--- config.mk ---
export PLATFORM = sky130hd
export DESIGN_NAME = button_capture
export DESIGN_NICKNAME = d
export VERILOG_FILES = /design/src/rtl/button_capture.sv
export SDC_FILE = /design/constraint.sdc
export NUM_CORES = 1
export LEC_CHECK = 0
export CAP_MARGIN = 0
export CORE_MARGIN = 4
export CORE_UTILIZATION = 52
export DETAILED_ROUTE_END_ITERATION = 10
export PLACE_DENSITY = 0.89
export SLEW_MARGIN = 10
export SYNTH_ARGS = -nofsm -noshare
export SYNTH_HDL_FRONTEND = slang
export SYNTH_SLANG_ARGS = --single-unit
export TNS_END_PERCENT = 10
--- constraint.sdc ---
create_clock -name clk -period 2.3 [get_ports clk]
set_input_delay 0.575 -clock clk [delete_from_list [all_inputs] [get_ports clk]]
set_output_delay 0.575 -clock clk [all_outputs]
set_load 0.02 [all_outputs]
--- src/rtl/button_capture.sv ---
// Button capture: 2-flop sync, debounce FSM, one-hot validation, single-cycle strobes.
// Optional press counter enabled by BUTTON_CAPTURE_PRESS_COUNT_EN.
`timescale 1ns/1ps
module button_capture #(
    parameter int DEBOUNCE_CYCLES = 16
) (
    input  logic       clk,
    input  logic       rst_n,
    input  logic       en,
    input  logic [3:0] btn_in,
    output logic [1:0] colour_val,
    output logic       colour_valid,
    output logic       multi_press,
    output logic       btn_held,
    output logic [7:0] press_count
);
    localparam int CW = $clog2(DEBOUNCE_CYCLES) + 1;
    localparam logic [CW-1:0] CNT_LAST = CW'(DEBOUNCE_CYCLES - 1);

    typedef enum logic [1:0] {IDLE, PRESS_DB, HELD, RELEASE_DB} state_t;

    state_t        state, state_nxt;
    logic [3:0]    sync1, s, snapshot, snapshot_nxt;
    logic [CW-1:0] cnt, cnt_nxt;
    logic [1:0]    colour_nxt;
    logic          valid_nxt, multi_nxt, snap_onehot;

    assign snap_onehot = (snapshot != 4'd0) && ((snapshot & (snapshot - 4'd1)) == 4'd0);

    function automatic logic [1:0] encode(input logic [3:0] b);
        logic [1:0] c;
        c = 2'b00;
        case (b)
            4'b0010: c = 2'b01;
            4'b0100: c = 2'b10;
            4'b1000: c = 2'b11;
            default: c = 2'b00;
        endcase
        return c;
    endfunction

    always_ff @(posedge clk or negedge rst_n) begin
        if (!rst_n) begin
            sync1 <= 4'd0;
            s     <= 4'd0;
        end else begin
            sync1 <= btn_in;
            s     <= sync1;
        end
    end

    always_comb begin
        state_nxt    = state;
        cnt_nxt      = cnt;
        snapshot_nxt = snapshot;
        colour_nxt   = colour_val;
        valid_nxt    = 1'b0;
        multi_nxt    = 1'b0;
        // Parking in RELEASE_DB while disabled forces a release before any new press counts.
        if (!en) begin
            state_nxt = RELEASE_DB;
            cnt_nxt   = '0;
        end else begin
            case (state)
                IDLE: if (s != 4'd0) begin
                    snapshot_nxt = s;
                    cnt_nxt      = '0;
                    state_nxt    = PRESS_DB;
                end
                PRESS_DB: if (s != snapshot) begin
                    cnt_nxt   = '0;
                    state_nxt = IDLE;
                end else if (cnt == CNT_LAST) begin
                    state_nxt = HELD;
                    if (snap_onehot) begin
                        colour_nxt = encode(snapshot);
                        valid_nxt  = 1'b1;
                    end else begin
                        multi_nxt = 1'b1;
                    end
                end else begin
                    cnt_nxt = cnt + 1'b1;
                end
                HELD: if (s == 4'd0) begin
                    cnt_nxt   = '0;
                    state_nxt = RELEASE_DB;
                end
                RELEASE_DB: if (s != 4'd0) begin
                    state_nxt = HELD;
                end else if (cnt == CNT_LAST) begin
                    cnt_nxt   = '0;
                    state_nxt = IDLE;
                end else begin
                    cnt_nxt = cnt + 1'b1;
                end
                default: state_nxt = RELEASE_DB;
            endcase
        end
    end

    always_ff @(posedge clk or negedge rst_n) begin
        if (!rst_n) begin
            state        <= RELEASE_DB;
            cnt          <= '0;
            snapshot     <= 4'd0;
            colour_val   <= 2'b00;
            colour_valid <= 1'b0;
            multi_press  <= 1'b0;
            btn_held     <= 1'b0;
        end else begin
            state        <= state_nxt;
            cnt          <= cnt_nxt;
            snapshot     <= snapshot_nxt;
            colour_val   <= colour_nxt;
            colour_valid <= valid_nxt;
            multi_press  <= multi_nxt;
            btn_held     <= (state_nxt == HELD) || (state_nxt == RELEASE_DB);
        end
    end

`ifdef BUTTON_CAPTURE_PRESS_COUNT_EN
    logic [7:0] press_cnt_q;
    always_ff @(posedge clk or negedge rst_n) begin
        if (!rst_n)
            press_cnt_q <= 8'd0;
        else if (valid_nxt && press_cnt_q != 8'hFF)
            press_cnt_q <= press_cnt_q + 8'd1;
    end
    assign press_count = press_cnt_q;
`else
    assign press_count = 8'd0;
`endif

endmodule

; Word level (Yosys, flattened, before mapping)
; Index checks and enable logic that the tools add are counted.
[word_totals]
memories = 0
ram_bits = 0
romBits = 0
regBits = 24
output_inout_bits = 13
latch_bits = 0
[classes]
muxes = 27
div_mod_pow = 0
shifts = 0
bitwise = 2
n_addsub = 2
eq_ne = 14
multipliers = 0
reduce_logical = 10
magnitude_cmp = 0
[ops]
columns = op, count
row1 = $mux 5, 7
row2 = $pmux 5 s4, 1
row3 = $mux 2, 7
row4 = $mux 1, 10
row5 = $ne 3x3->1 const B, 3
row6 = $eq 2x2->1 const B, 4
row7 = $logic_not 4->1, 2
row8 = $pmux 2 s4, 1
row9 = $reduce_bool 4->1, 2
row10 = $pmux 2 s3, 1
row11 = $add 5x1->5 const B, 1
row12 = $eq 5x4->1 const B, 1
row13 = $reduce_and 5->1, 1
row14 = $and 4x4->4, 1
row15 = $eq 4x2->1 const B, 1
row16 = $eq 4x3->1 const B, 1
row17 = $eq 4x4->1 const B, 1
row18 = $ne 4x4->1, 1
row19 = $ne 4x4->1 const B, 1
row20 = $reduce_and 4->1, 1
row21 = $sub 4x1->4 const B, 1
row22 = $reduce_and 3->1, 1
row23 = $eq 2x1->1 const B, 1
row24 = $logic_not 2->1, 1
row25 = 3 further kinds, 3

; Depth between registers and ports, before layout
[logic_depth]
ltp_word = 9
ltp_mapped = 8

; Least setup slack after synthesis
; OpenSTA, ideal clock, no wires.
[synth_timing]
path_kind = flip-flop to flip-flop
startpoint = register cnt[0]
endpoint = register cnt[2]
setup_time_ps = 87
stages_incl_launch_ff = 9
required_time_ps = 2213
setup_slack_ps = 305
t_arrival_ps = 1909
cell_sequence = dfrtp_1 > ha_1 > and3_1 > ha_1 > nand3b_1 > or3_1 > o22ai_2 > nand2_1 > o211ai_1
[synth_via]
elab_chain_len = 5
elab_cells_between_ends = 10
cone_classes = add/sub: 1 / eq/ne: 2 / mux: 6 / reduce/logical: 1
[synth_lines]
columns = element, line
row1 = "start, declared", 24  ; logic [CW-1:0] cnt, cnt_nxt;
row2 = "start signal, assigned", 112  ; cnt <= cnt_nxt;
row3 = $add 5x1->5 or $eq 5x4->1 (tied branches), n/a
row4 = $mux 5 (on tied branches), "90, 73"
row5 = $mux 5 (on tied branches), "88, 70"
row6 = $pmux 5 s4, 64  ; case (state)
row7 = $mux 5, 60  ; if (!en) begin
; Parallel ways exist; a longest one is shown, timed or not. The select of a mux whose other input is x is not followed.
; A chain may end at the register's enable or synchronous reset.

; Worst setup path in the final report
; Same ends and word-level chain as after synthesis.

==> results by group <==
Outcome
  – Status: completed

Worst setup path
  – CP endpoint kind: flop
  – Crit start category: flop
  – Kind of critical path: flop to flop
  – CP max FO: 6
  – Worst Path Arrival: 2.37 ns
  – Worst path bufs/invs: 0
  – CP max stage delay: 0.42 ns
  – Crit path cell chain: ha_1, and3_1, ha_2, nand3b_1, or3_1, o22ai_4, nand2_1, o211ai_1
  – Slowest CP cell: dfrtp_1
  – WP data required: 2.52 ns
  – Cell family with most CP delay: simple AND/OR/NAND/NOR gates

Logic synthesis
  – Post-synthesis sequential area ratio: 0.477
  – Yosys reg bits: 24
  – Prevailing post-synth register cell: dfrtp_1
  – Number of synthesized flops with an enable pin: 0
  – Area leader, netlist: dfrtp_1
  – Yosys top cell area share: 0.436
  – Synth Instances: 117
  – Async SR Flop Fraction: 1.00
  – Top cells by area, synth: dfrtp_1, buf_4, mux2_1
  – Ys Warns: 0
  – Post-synthesis cell type count: 41
  – Cell with the most instances after synthesis: dfrtp_1
  – Synthesized area: 1260 um2
  – Syn avg cell area: 10.8 um2
  – Synth top cells by count: dfrtp_1, nand3_1, buf_4, nand2_1, inv_1

Clock network
  – Clock Tree Root: clkbuf_4
  – Sink Count: 24
  – Num CTS Buffers: 3
  – CTS Buffer Depth: 2
  – Clock Pin Slew Worst Setup and Hold Paths: 0.13 ns
  – Skew-Pair Late Insertion Delay: 0.30 ns
  – H-tree depth: 1
  – CTS tree: done
  – Hold buffers post-CTS: 0

Global routing
  – First-pass GRT wire length: 3620 um
  – Tot GR Track Use: 0.139
  – Vias in the first global route: 847
  – Largest net degree at the start of global routing: 25
  – Grt total ovfl: 0
  – Initial antenna violation count: 0

Floorplanning
  – Row count: 17
  – Die area: 3280 um2
  – IO Count: 20
  – Overall die height: 57.3 um
  – Starting Density: 0.560
  – Core area: 2250 um2
  – Die W: 57.3 um

Finish
  – Fillers: 190
  – Proportion of layout cells with a drive suffix above 1: 0.147
  – Ant. Diodes: 0
  – Total Nets Final: 141
  – Layout area overhead: 11.7%

Detailed routing
  – WL final: 2060 um
  – DR vias: 868
  – DRC marker count from the first detailed-route iteration: 33
  – Drt first pass iters: 4
  – Antenna-violating nets left: 0
  – Drt drc: 0
  – Vias per cell: 5.53
  – WL/cell: 13.1 um

Min path
  – Worst min path class: flop to flop

Placed design
  – Routability Congestion: 0.804
  – PortBufs: 11
  – HPWL reported at the end of detailed placement: 1570 um

Pwr
  – VDD IR max: 0.368 mV
  – PD cells: 477 nW/um2
  – LEAKAGE: 0.605 nW

Flow run
  – Max_cap viols: 0

Timing
  – Final min period: 2.15 ns
  – Max Slew Vio Count: 0
  – F_max: 0.464 GHz
  – Final Skew: 0.00964 ns
  – Final period utilization: 0.936
  – Final hold violations: 0
  – Final-report setup violation count: 0
  – RSZ-0062 raised after global routing: false
  – Setup TNS: 0 ns
  – Hold Slack: 0.361 ns
[what timing repair did]
action | in CTS | in global routing
gates resized for setup | 0 | 2
setup endpoints to repair | 0 | 2
buffers inserted | 0 | 1
[final cells by class]
class | count | area (um2) | share of cell area
clock buffer | 3 | 22.5 | 0.0160
inverter | 6 | 22.5 | 0.0160
multi-input combinational | 80 | 581 | 0.411
sequential | 24 | 603 | 0.427
tap | 28 | 35.0 | 0.0248
timing repair buffer | 16 | 148 | 0.105
[worst paths after layout]
kind / start / to / slack [ns] / depth (start not counted)
max in group asynchronous: rst_n / state[1]$_DFF_PN1_ / 1.40 / 2
min in group asynchronous: rst_n / s[0]$_DFF_PN0_ / 0.61 / 2
min: sync1[1]$_DFF_PN0_ / s[1]$_DFF_PN0_ / 0.36 / 0
min reg2reg: sync1[1]$_DFF_PN0_ / s[1]$_DFF_PN0_ / 0.36 / 0
max: cnt[0]$_DFFE_PN0P_ / cnt[2]$_DFFE_PN0P_ / 0.15 / 8
max reg2reg: cnt[0]$_DFFE_PN0P_ / cnt[2]$_DFFE_PN0P_ / 0.15 / 8
[stage by stage]
stage | util | setup slack, ns | power (W) | cell area [um2] | cells
5_1_grt | 0.626 | 0.0405 | 0.000706 | 1410 | 157
2_1_floorplan | - | 0.305 | 0.000485 | 1290 | 124
4_1_cts | 0.618 | 0.0598 | 0.000673 | 1390 | 156
3_5_place_dp | 0.608 | 0.00310 | 0.000503 | 1370 | 153
6_report | 0.626 | 0.147 | 0.000673 | 1410 | 157
3_3_place_gp | 0.608 | 0.0769 | 0.000501 | 1370 | 153
[cell families (layout without fill, tap and decap cells)]
| kind of cell | count (synthesis) | in the layout | share of synthesized area |
|---|---|---|---|
| buf+inv | 20 | 25 | 0.0921 |
| xor+xnor | 6 | 6 | 0.0416 |
| mux | 8 | 8 | 0.0683 |
| fa+ha+maj | 3 | 3 | 0.0297 |
| simple gates | 40 | 40 | 0.188 |
| other cells | 1 | 8 | 0.00297 |
| flops | 24 | 24 | 0.477 |
| compound gates | 15 | 15 | 0.100 |
[registers in the layout, summed over array words and instances, names as in the netlist]
name,count
multi_press,1
state,2
colour_val,2
s,4
colour_valid,1
cnt,5
btn_held,1
sync1,4
snapshot,4
[routing by layer]
layer	vias up	part of all wire	GRT usage
li1	414	-	-
met1	421	0.43	0.174
met2	31	0.50	0.235
met3	2	0.060	0.0226
met4	0	0.0083	0.0662
met5	-	0	0
[report_power, final]
| group | switching [W] | internal [W] | leakage (nW) |
|---|---|---|---|
| clock network | 0.000115 | 0.0000610 | 0.0138 |
| registers | 0.00000840 | 0.000432 | 0.294 |
| logic | 0.0000353 | 0.0000220 | 0.297 |
| total | 0.000158 | 0.000515 | 0.605 |
[cells in the final DEF (no fill, tap or decap), types with 2 or more instances in the layout]
cell	count
o22ai_4	2
nand2_1	8
clkbuf_4	3
a32o_1	2
mux2i_1	3
dfrtp_1	22
nor2_1	5
nor3_2	2
xnor2_1	4
mux2_1	5
dfstp_2	2
nand3_1	10
clkdlybuf4s50_1	11
inv_1	6
o21ai_0	3
ha_1	2
xor2_1	2
nand3b_1	2
conb_1	8
a21oi_1	2
buf_4	5
and2_1	2
(Power assumes the default switching activity.)
